### src/rtl/forwarding_scoreboard.sv
// Forwarding and load-use hazard unit: a shifting scoreboard of in-flight destinations after EX,
// per-source forward-select generation, and a saturating stall counter.
module forwarding_scoreboard #(
  parameter int unsigned RegAddrW  = 5,
  parameter int unsigned NumSrc    = 2,
  parameter int unsigned Depth     = 2,
  parameter int unsigned LoadStage = 2,
  parameter int unsigned CntW      = 32,
  localparam int unsigned SelW     = $clog2(Depth + 1)
) (
  input  logic                       clk_i,
  input  logic                       rst_i,
  input  logic                       ex_valid_i,
  input  logic [RegAddrW-1:0]        ex_rd_i,
  input  logic                       ex_regwrite_i,
  input  logic                       ex_is_load_i,
  input  logic [NumSrc*RegAddrW-1:0] ex_rs_i,
  input  logic [NumSrc-1:0]          ex_rs_used_i,
  input  logic                       hold_i,
  input  logic                       flush_ex_i,
  output logic [NumSrc*SelW-1:0]     sel_o,
  output logic                       stall_o,
  output logic [CntW-1:0]            stall_cnt_o
);

  // Index 0 is stage 1 (EX/MEM), the youngest producer.
  logic [Depth-1:0]    vld_q, vld_d;
  logic [RegAddrW-1:0] rd_q    [Depth];
  logic [RegAddrW-1:0] rd_d    [Depth];
  logic [SelW-1:0]     avail_q [Depth];
  logic [SelW-1:0]     avail_d [Depth];
  logic [CntW-1:0]     stall_cnt_q, stall_cnt_d;
  logic [NumSrc-1:0]   not_ready;

  always_comb begin
    sel_o     = '0;
    not_ready = '0;
    for (int i = 0; i < NumSrc; i++) begin
      logic [RegAddrW-1:0] rs;
      logic                chk;
      logic [SelW-1:0]     sel_v;
      logic [SelW-1:0]     av;
      rs    = ex_rs_i[i*RegAddrW +: RegAddrW];
      chk   = ex_valid_i && ex_rs_used_i[i] && (rs != '0);
      sel_v = '0;
      av    = '0;
      // Scan oldest to youngest so the youngest match is the last one written.
      for (int k = Depth - 1; k >= 0; k--) begin
        if (chk && vld_q[k] && (rd_q[k] == rs)) begin
          sel_v = SelW'(k + 1);
          av    = avail_q[k];
        end
      end
      sel_o[i*SelW +: SelW] = sel_v;
      not_ready[i]          = (av > sel_v);
    end
    stall_o = (|not_ready) && ex_valid_i && !flush_ex_i;
  end

  always_comb begin
    vld_d       = vld_q;
    rd_d        = rd_q;
    avail_d     = avail_q;
    stall_cnt_d = stall_cnt_q;
    if (!hold_i) begin
      for (int k = Depth - 1; k > 0; k--) begin
        vld_d[k]   = vld_q[k-1];
        rd_d[k]    = rd_q[k-1];
        avail_d[k] = avail_q[k-1];
      end
      vld_d[0]   = !flush_ex_i && !stall_o && ex_valid_i && ex_regwrite_i && (ex_rd_i != '0);
      rd_d[0]    = ex_rd_i;
      avail_d[0] = ex_is_load_i ? SelW'(LoadStage) : SelW'(1);
      if (stall_o && (stall_cnt_q != '1)) begin
        stall_cnt_d = stall_cnt_q + CntW'(1);
      end
    end
  end

  always_ff @(posedge clk_i or posedge rst_i) begin
    if (rst_i) begin
      vld_q       <= '0;
      stall_cnt_q <= '0;
      for (int k = 0; k < Depth; k++) begin
        rd_q[k]    <= '0;
        avail_q[k] <= '0;
      end
    end else begin
      vld_q       <= vld_d;
      stall_cnt_q <= stall_cnt_d;
      for (int k = 0; k < Depth; k++) begin
        rd_q[k]    <= rd_d[k];
        avail_q[k] <= avail_d[k];
      end
    end
  end

  assign stall_cnt_o = stall_cnt_q;

endmodule

### config.mk
export PLATFORM = sky130hd
export DESIGN_NAME = forwarding_scoreboard
export DESIGN_NICKNAME = d
export VERILOG_FILES = /design/src/rtl/forwarding_scoreboard.sv
export SDC_FILE = /design/constraint.sdc
export NUM_CORES = 1
export LEC_CHECK = 0
export ABC_AREA = 1
export BUFFER_PORTS_ARGS = -buffer_cell sky130_fd_sc_hd__buf_2
export CORE_MARGIN = 1
export CORE_UTILIZATION = 28
export CTS_CLUSTER_DIAMETER = 50
export DETAILED_ROUTE_END_ITERATION = 12
export PLACE_DENSITY = 0.48
export SLEW_MARGIN = 20
export SYNTH_ARGS = -nofsm -noshare
export SYNTH_HDL_FRONTEND = slang
export SYNTH_SLANG_ARGS = --single-unit
### constraint.sdc
create_clock -name clk_i -period 2.43 [get_ports clk_i]
set_clock_uncertainty 0.1 [all_clocks]
set_input_delay 0.486 -clock clk_i [delete_from_list [all_inputs] [get_ports clk_i]]
set_output_delay 0.486 -clock clk_i [all_outputs]
set_load 0.01 [all_outputs]
==> impl_summary.txt, run 1 <==
----------------------------------------------------
[STA]
  Min Hold Slack ... 0.249 ns
  Worst-case setup margin in the final layout ... -0.386 ns
  Number of slew-limit violations in the final report ... 0
  Number of failing setup endpoints in the final timing report ... 29
  Final Hold Vio Count ... 0
  Maximum achievable frequency ... 355 MHz
  Setup repair after global routing missed its margin ... true
  Worst slew margin relative to its limit ... 58.3%
  Final period demand of the worst path ... 2.82 ns
  Pin slew with the least headroom to its limit ... 0.620 ns
  Period Utilization, post-route ... 116%

[Routing]
  Total DRC errors in the routed layout ... 14
  Post-route antenna net violation count ... 0
  Router iterations before antenna repair ... 8
  Routed via count ... 3,519
  Count of routing violations after the opening detailed-route iteration ... 218
  Total wirelength of the detailed-routed design ... 10.8 mm
  Routed WL per cell ... 14.8 µm
  Via density per instance ... 4.80

[Global routing]
  Overall track demand over capacity in global routing ... 17.0%
  Maximum number of pins on one net before global-route repair ... 49
  Number of global-route vias before repair ... 3,361
  Global-route wire length before repair ... 17.1 mm
  Aggregate global routing overflow ... 0
  Antenna violations before repair ... 0

[Power and ir drop]
  Internal portion of total power ... 1.42 mW
  Areal power density over the cells ... 405 mW/mm²
  Leakage power total ... 2.39 nW
  Proportion of total power due to net switching ... 25.9%
  Fraction of power consumed by sequential logic ... 44.7%
  Net load switching power ... 0.496 mW
  Part of the total power dissipated in combinational logic ... 14.0%
  Maximum resistive drop on vdd ... 0.260 mV
  Clk network pwr share ... 41.3%

[Place]
  Placed insts ... 710
  Number of buffers inserted by port buffering ... 60
  Instance area after placement ... 0.00397 mm²
  Placer congestion estimate ... 0.897
  HPWL after DPL ... 7.56 mm

[Die]
  Total Die Area ... 0.0124 mm²
  Core area ... 0.0115 mm²
  Starting utilization of the core area ... 29.0%
  Site Rows ... 39
  Chip width ... 111 µm
  I/O Pins ... 61
  Die Span Y ... 111 µm

[Cells and area]
  Diode insertion count for antenna repair ... 0
  Number of cells in the finished layout apart from fillers ... 733
  Count of nets after finishing ... 616
  Area added between synthesis and finish ... 41.7%
  Share of final-layout standard cells stronger than drive strength 1 ... 35.9%
  Layout Cell Area excl Fill ... 0.00473 mm²

[Yosys]
  Share of flip-flops with an asynchronous set or reset after synthesis ... 100%
  Dominant synthesized flop cell ... dfrtp_1
  Cell types with the largest area share after synthesis ... dfrtp_1, nand2_1, nand3_1, xor2_1, inv_1
  Area share of the leading cell type in the synthesized netlist ... 36.0%
  Gate count after technology mapping ... 494
  Warning count from the yosys run ... 0
  Syn Area/Cell ... 6.76 µm²
  Cell type with the largest total area after synthesis ... dfrtp_1
  Flop and latch count out of synthesis ... 48
  Net count of the mapped netlist ... 521
  Cell area after technology mapping ... 0.00334 mm²
  Post-synth EDFFs ... 0
  Commonest cells in the netlist ... nand2_1, nand3_1, inv_1
  Share of the yosys chip area belonging to registers ... 36.0%
  Most used standard cell by instance count after synthesis ... nand2_1
  Count of cell types in the netlist ... 30

[Critical path]
  Worst setup endpoint ... stall_o
  Crit path max fanout ... 5
  Cell with the largest stage delay on the worst path ... dfrtp_1
  Crit Path Category ... reg -> out
  Required arrival time at the worst endpoint ... 1.84 ns
  Start of the worst register-to-register path ... rd_q[9]
  Number of cells on the worst reg-to-reg path ... 18
  Cells along the critical path ... inv_2, nand2_2, nand2_1, nand2_1, nor2_2, nand3_2, buf_6, o22ai_2, ha_1, nand3_1, nand2_2, nand2_4, nand2_4, nor2_4, buf_6
  Number of buffers and inverters on the critical path ... 3
  Startpoint of the most critical setup path ... rd_q[9]
  Worst reg2reg path endpoint ... stall_cnt_o[29]
  Worst R2R Setup Slack ... -0.04 ns
  Maximum single-stage delay on the critical path ... 0.43 ns
  Depth of the critical timing path with buffers and inverters included ... 15
  Crit path max-delay family ... simple AND/OR/NAND/NOR gates
  Arrival time at the worst endpoint ... 2.23 ns
  Kind of start point of the critical path ... register
  Type of destination of the critical path ... output pin

[Outcome]
  Failing checks ... design-rule violations, negative setup slack
  Run status ... complete, but fails checks

[Clock tree]
  Clock transition at the register clock pins on the worst setup and hold paths after CTS ... 0.06 ns
  Root Buffer ... clkbuf_16
  CTS HTree Levels ... 2
  Clock buffer depth ... 2
  Num CTS Buffers ... 5
  Clock tree from TritonCTS ... built
  Clock latency on the worst-skew pair ... 0.29 ns
  Clk sinks ... 48

[Min path]
  Worst min-delay path category ... in -> async

[Job]
  Maximum Capacitance Violations ... 0

----------------------------------------------------
==> metal layers <==
metal / global-route usage, % / vias to the layer above / wire length [µm]
met5: 0 / - / 0
met3: 2.08 / 13 / 500
li1: - / 1769 / -
met1: 22.0 / 1642 / 4860
met4: 3.96 / 0 / 130
met2: 30.2 / 95 / 5350
==> through the flow <==
step	setup TNS [ns]	setup WS [ns]	power, mW	utilization, %
after floorplan	-0.137	-0.137	0.991	-
after global placement	-8.49	-0.322	1.10	34.5
after detailed placement	-10.41	-0.392	1.10	34.5
after CTS	-1.64	-0.468	1.90	36.6
after global routing	-6.48	-0.545	2.00	41.1
final	-0.915	-0.386	1.92	41.1
==> power groups by stage <==
stage | sequential, mW | combinational [mW] | clock (mW)
after floorplan | 0.862 | 0.129 | 0
after global placement | 0.870 | 0.225 | 0
after detailed placement | 0.869 | 0.227 | 0
after CTS | 0.854 | 0.236 | 0.811
after global routing | 0.860 | 0.305 | 0.839
final | 0.856 | 0.269 | 0.792
==> cell usage in the layout, fill, tap and decap left out, drive strengths merged <==
| cell type | n |
|---|---|
| dfrtp | 48 |
| nand3b | 2 |
| ha | 3 |
| nor4 | 11 |
| buf | 95 |
| o21bai | 1 |
| nand3 | 56 |
| a21oi | 3 |
| o22ai | 2 |
| clkbuf | 10 |
| nor2 | 45 |
| nor3 | 11 |
| nand4 | 9 |
| bufinv | 1 |
| xor2 | 27 |
| xnor2 | 6 |
| clkinv | 1 |
| nor3b | 1 |
| nand2 | 183 |
| o21ai | 19 |
| inv | 55 |
| o311ai | 1 |
==> what timing repair did <==
action / in CTS / in global routing
endpoints found under the hold margin: 0 / 0
hold buffers: 0 / 0
cloned: 1 / 7
gates resized for setup: 9 / 93
pin swaps: 6 / 20
setup endpoints to repair: 34 / 36
buffers inserted: 4 / 4
==> worst min-delay path by stage <==
stage               startpoint               to  slack, ns  depth (start not counted)
floorplan           avail_q[1]       avail_q[1]       0.35                          2
global placement    avail_q[1]       avail_q[1]       0.37                          2
detailed placement  avail_q[1]       avail_q[1]       0.40                          2
CTS                      rst_i       avail_q[1]       0.28                          3
global route             rst_i  stall_cnt_o[23]       0.31                          3
finish                   rst_i       avail_q[1]       0.25                          3
==> registers in the layout, indices dropped and copies added (netlist names) <==
register / cells
rd_q: 10
avail_q: 4
vld_q: 2
stall_cnt_o: 32
==> cell type report <==
type,instances,area [µm²]
Inverter,55,214
Clock buffer,6,129
Tap cell,143,179
Timing Repair Buffer,99,754
Fill cell,1224,6790
Multi-Input combinational cell,380,2220
Sequential cell,48,1200
Clock inverter,2,35.0
==> worst register-to-register path: stages, from the launching register on <==
cell	delay (ns)
dfrtp_1	0.43
inv_2	0.10
nand2_2	0.04
nand2_1	0.06
nand2_1	0.06
nor2_2	0.13
nand3_2	0.11
buf_6	0.14
o22ai_2	0.13
ha_1	0.26
nand2_1	0.07
nand2_1	0.05
nand2_2	0.08
nand2_4	0.06
buf_6	0.13
buf_12	0.14
clkbuf_16	0.17
nand3_1	0.06
nand2_1	0.05
==> cell families after synthesis <==
| family | synth area share, % |
|---|---|
| buffers and inverters | 8.88 |
| AND/OR/NAND/NOR | 41.1 |
| adder cells (fa/ha/maj) | 1.12 |
| AO/OA/AOI/OAI | 4.27 |
| XOR/XNOR | 8.66 |
| flip-flops | 36.0 |
No activity file was read; power rests on OpenSTA's default activity.
==> inputs of run 2 (changes only) <==
--- a/config.mk
+++ b/config.mk
@@ -9,8 +9,10 @@
 export BUFFER_PORTS_ARGS = -buffer_cell sky130_fd_sc_hd__buf_2
 export CORE_MARGIN = 1
 export CORE_UTILIZATION = 28
+export CTS_BUF_LIST = sky130_fd_sc_hd__clkbuf_2 sky130_fd_sc_hd__clkbuf_4 sky130_fd_sc_hd__clkbuf_8
 export CTS_CLUSTER_DIAMETER = 50
 export DETAILED_ROUTE_END_ITERATION = 12
+export MAX_ROUTING_LAYER = met4
 export PLACE_DENSITY = 0.48
 export SLEW_MARGIN = 20
 export SYNTH_ARGS = -nofsm -noshare
==> impl_summary.txt, run 2 (synthesis gave the netlist of run 1 again) <==
----------------------------------------------------
[Outcome]
  Run status ... complete, but fails checks (unchanged)
  Failing checks ... design-rule violations, negative setup slack (unchanged)

[Routing]
  Routed WL per cell ... 14.7 µm (was 14.8 µm)
  Total DRC errors in the routed layout ... 14 (unchanged)
  Total wirelength of the detailed-routed design ... 10.8 mm (about the same)
  Routed via count ... 3,507 (was 3,519)
  Router iterations before antenna repair ... 8 (unchanged)
  Post-route antenna net violation count ... 0 (unchanged)
  Via density per instance ... 4.78 (was 4.80)
  Count of routing violations after the opening detailed-route iteration ... 243 (was 218)

[Global routing]
  Number of global-route vias before repair ... 3,355 (was 3,361)
  Aggregate global routing overflow ... 0 (unchanged)
  Overall track demand over capacity in global routing ... 16.7% (was 17.0%)
  Global-route wire length before repair ... 16.1 mm (was 17.1 mm)
  Maximum number of pins on one net before global-route repair ... 49 (unchanged)
  Antenna violations before repair ... 0 (unchanged)

[Min path]
  Worst min-delay path category ... in -> async (unchanged)

[STA]
  Pin slew with the least headroom to its limit ... 0.620 ns (about the same)
  Worst slew margin relative to its limit ... 58.7% (was 58.3%)
  Number of failing setup endpoints in the final timing report ... 35 (was 29)
  Final Hold Vio Count ... 0 (unchanged)
  Setup repair after global routing missed its margin ... true (unchanged)
  Worst-case setup margin in the final layout ... -0.532 ns (was -0.386 ns)
  Total negative slack ... -6.28 ns (was -0.915 ns)
  Final period demand of the worst path ... 2.96 ns (was 2.82 ns)
  Period Utilization, post-route ... 122% (was 116%)
  Maximum achievable frequency ... 338 MHz (was 355 MHz)
  Min Hold Slack ... 0.230 ns (was 0.249 ns)
  Number of slew-limit violations in the final report ... 0 (unchanged)

[Clock tree]
  Clock tree from TritonCTS ... built (unchanged)
  Hold-fix buffers at CTS ... 0 (unchanged)
  Clock latency on the worst-skew pair ... 0.31 ns (was 0.29 ns)
  Clock buffer depth ... 2 (unchanged)
  Num CTS Buffers ... 5 (unchanged)
  Clock transition at the register clock pins on the worst setup and hold paths after CTS ... 0.09 ns (was 0.06 ns)
  Clk sinks ... 48 (unchanged)
  CTS HTree Levels ... 2 (unchanged)
  Root Buffer ... clkbuf_8 (was clkbuf_16)

[Cells and area]
  Layout Cell Area excl Fill ... 0.00445 mm² (was 0.00473 mm²)
  Filler cell count ... 1,249 (was 1,224)
  Area added between synthesis and finish ... 33.2% (was 41.7%)
  Diode insertion count for antenna repair ... 0 (unchanged)
  Share of final-layout standard cells stronger than drive strength 1 ... 27.7% (was 35.9%)
  Number of cells in the finished layout apart from fillers ... 734 (was 733)
  Commonest non-fill, non-tap cell in the layout ... nand2_1 (unchanged)
  Max FFs per register ... 32 (unchanged)
  Most frequent cells in the layout ... nand2_1, buf_2, nand3_1, dfrtp_1, nor2_1 (was nand2_1, buf_2, dfrtp_1, nor2_1, nand2_2)
  Share of the core filled with cells in the final layout ... 38.6% (was 41.1%)
  Count of nets after finishing ... 618 (was 616)

[Critical path]
  Arrival time at the worst endpoint ... 2.38 ns (was 2.23 ns)
  Maximum single-stage delay on the critical path ... 0.45 ns (was 0.43 ns)
  Type of destination of the critical path ... output pin (unchanged)
  Crit Path Category ... reg -> out (unchanged)
  Required arrival time at the worst endpoint ... 1.84 ns (about the same)
  Number of cells on the worst reg-to-reg path ... 15 (was 18)
  Cell with the largest stage delay on the worst path ... dfrtp_2 (was dfrtp_1)
  Start of the worst register-to-register path ... rd_q[4] (was rd_q[9])
  Worst setup endpoint ... stall_o (unchanged)
  Cells along the critical path ... xnor2_2, nand3_2, nor4_4, nand3_2, o22ai_2, ha_1, nand3_1, nand2_2, nand2_4, nand2_4, nor2_4, buf_6 (was inv_2, nand2_2, nand2_1, nand2_1, nor2_2, nand3_2, buf_6, o22ai_2, ha_1, nand3_1, nand2_2, nand2_4, nand2_4, nor2_4, buf_6)
  Kind of start point of the critical path ... register (unchanged)
  Crit path max-delay family ... simple AND/OR/NAND/NOR gates (unchanged)
  Startpoint of the most critical setup path ... rd_q[4] (was rd_q[9])
  Depth of the critical timing path with buffers and inverters included ... 12 (was 15)
  Worst reg2reg path endpoint ... stall_cnt_o[30] (was stall_cnt_o[29])
  Crit path max fanout ... 3 (was 5)
  Worst R2R Setup Slack ... -0.20 ns (was -0.04 ns)
  Number of buffers and inverters on the critical path ... 1 (was 3)

[Place]
  HPWL after DPL ... 7.55 mm (was 7.56 mm)
  Placed insts ... 710 (unchanged)
  Number of buffers inserted by port buffering ... 60 (unchanged)
  Placer congestion estimate ... 0.908 (was 0.897)
  Setup slack after placement ... -0.384 ns (was -0.392 ns)
  Instance area after placement ... 0.00397 mm² (unchanged)

[Die]
  Total Die Area ... 0.0124 mm² (unchanged)
  Core area ... 0.0115 mm² (unchanged)
  I/O Pins ... 61 (unchanged)
  Starting utilization of the core area ... 29.0% (unchanged)
  Site Rows ... 39 (unchanged)
  Die Span Y ... 111 µm (unchanged)
  Chip width ... 111 µm (unchanged)

[Power and ir drop]
  Maximum resistive drop on vdd ... 0.219 mV (was 0.260 mV)
  Leakage power total ... 2.34 nW (was 2.39 nW)
  Final Power ... 1.59 mW (was 1.92 mW)
  Areal power density over the cells ... 358 mW/mm² (was 405 mW/mm²)

[Job]
  Maximum Capacitance Violations ... 0 (unchanged)

----------------------------------------------------
==> run 2: cell types whose count changed in the layout (fill, tap and decap cells not counted), moves of 2 or more <==
cell,before,now
buf_4,26,32
buf_6,7,4
clkbuf_16,9,4
clkbuf_8,0,5
ha_1,1,3
nand2_1,136,169
nand2_2,40,8
nand3_1,29,45
nand3_2,27,11
==> run 2: area by class of cell <==
class	instances	area, µm²	area share [%]
clock inverter	1	5.00	0.113
clock buffer	6	76.3	1.72
timing repair buffer	102	756	17.0
tap	143	179	4.02
sequential	48	1200	27.1
inverter	55	214	4.81
multi-input combinational	379	2010	45.3
==> run 2: where the power goes <==
group	leakage [nW]	internal [mW]	total, mW	switching, mW
combinational	1.66	0.109	0.265	0.157
clock	0.0445	0.207	0.471	0.263
sequential	0.641	0.827	0.856	0.0292
==> run 2: per-layer routing <==
layer  vias to the layer above  wire length, µm  global-route usage (%)
met5                         -                0                       -
met2                        71             5340                    29.1
met4                         0              175                    5.32
met3                        13              327                    2.30
li1                       1770                -                       -
met1                      1653             4970                    19.8
==> run 2: worst reg2reg max path, cell delays in order (launching register included) <==
cell and delay (ns):
dfrtp_2 0.45, xnor2_2 0.18, nand3_2 0.12, nor4_4 0.29, nand3_2 0.15, o22ai_2 0.11
ha_1 0.26, nand2_1 0.07, nand2_1 0.06, nand2_2 0.08, nand2_4 0.06, buf_4 0.15
clkbuf_16 0.17, clkbuf_16 0.16, nand3_1 0.06, nand2_1 0.06
==> run 2: worst min-delay path by stage <==
stage / from / to / cells after the start
floorplan: avail_q[1] / avail_q[1] / 2
global placement: avail_q[1] / avail_q[1] / 2
detailed placement: stall_cnt_o[31] / stall_cnt_o[31] / 2
CTS: rst_i / stall_cnt_o[31] / 3
global route: rst_i / stall_cnt_o[31] / 3
finish: rst_i / stall_cnt_o[31] / 3
==> run 2: repair_timing <==
| action | in CTS | in global routing |
|---|---|---|
| pin swaps | 4 | 8 |
| gates resized for setup | 13 | 32 |
| setup endpoints to repair | 34 | 36 |
| setup buffers | 5 | 5 |
| cloned | 0 | 7 |
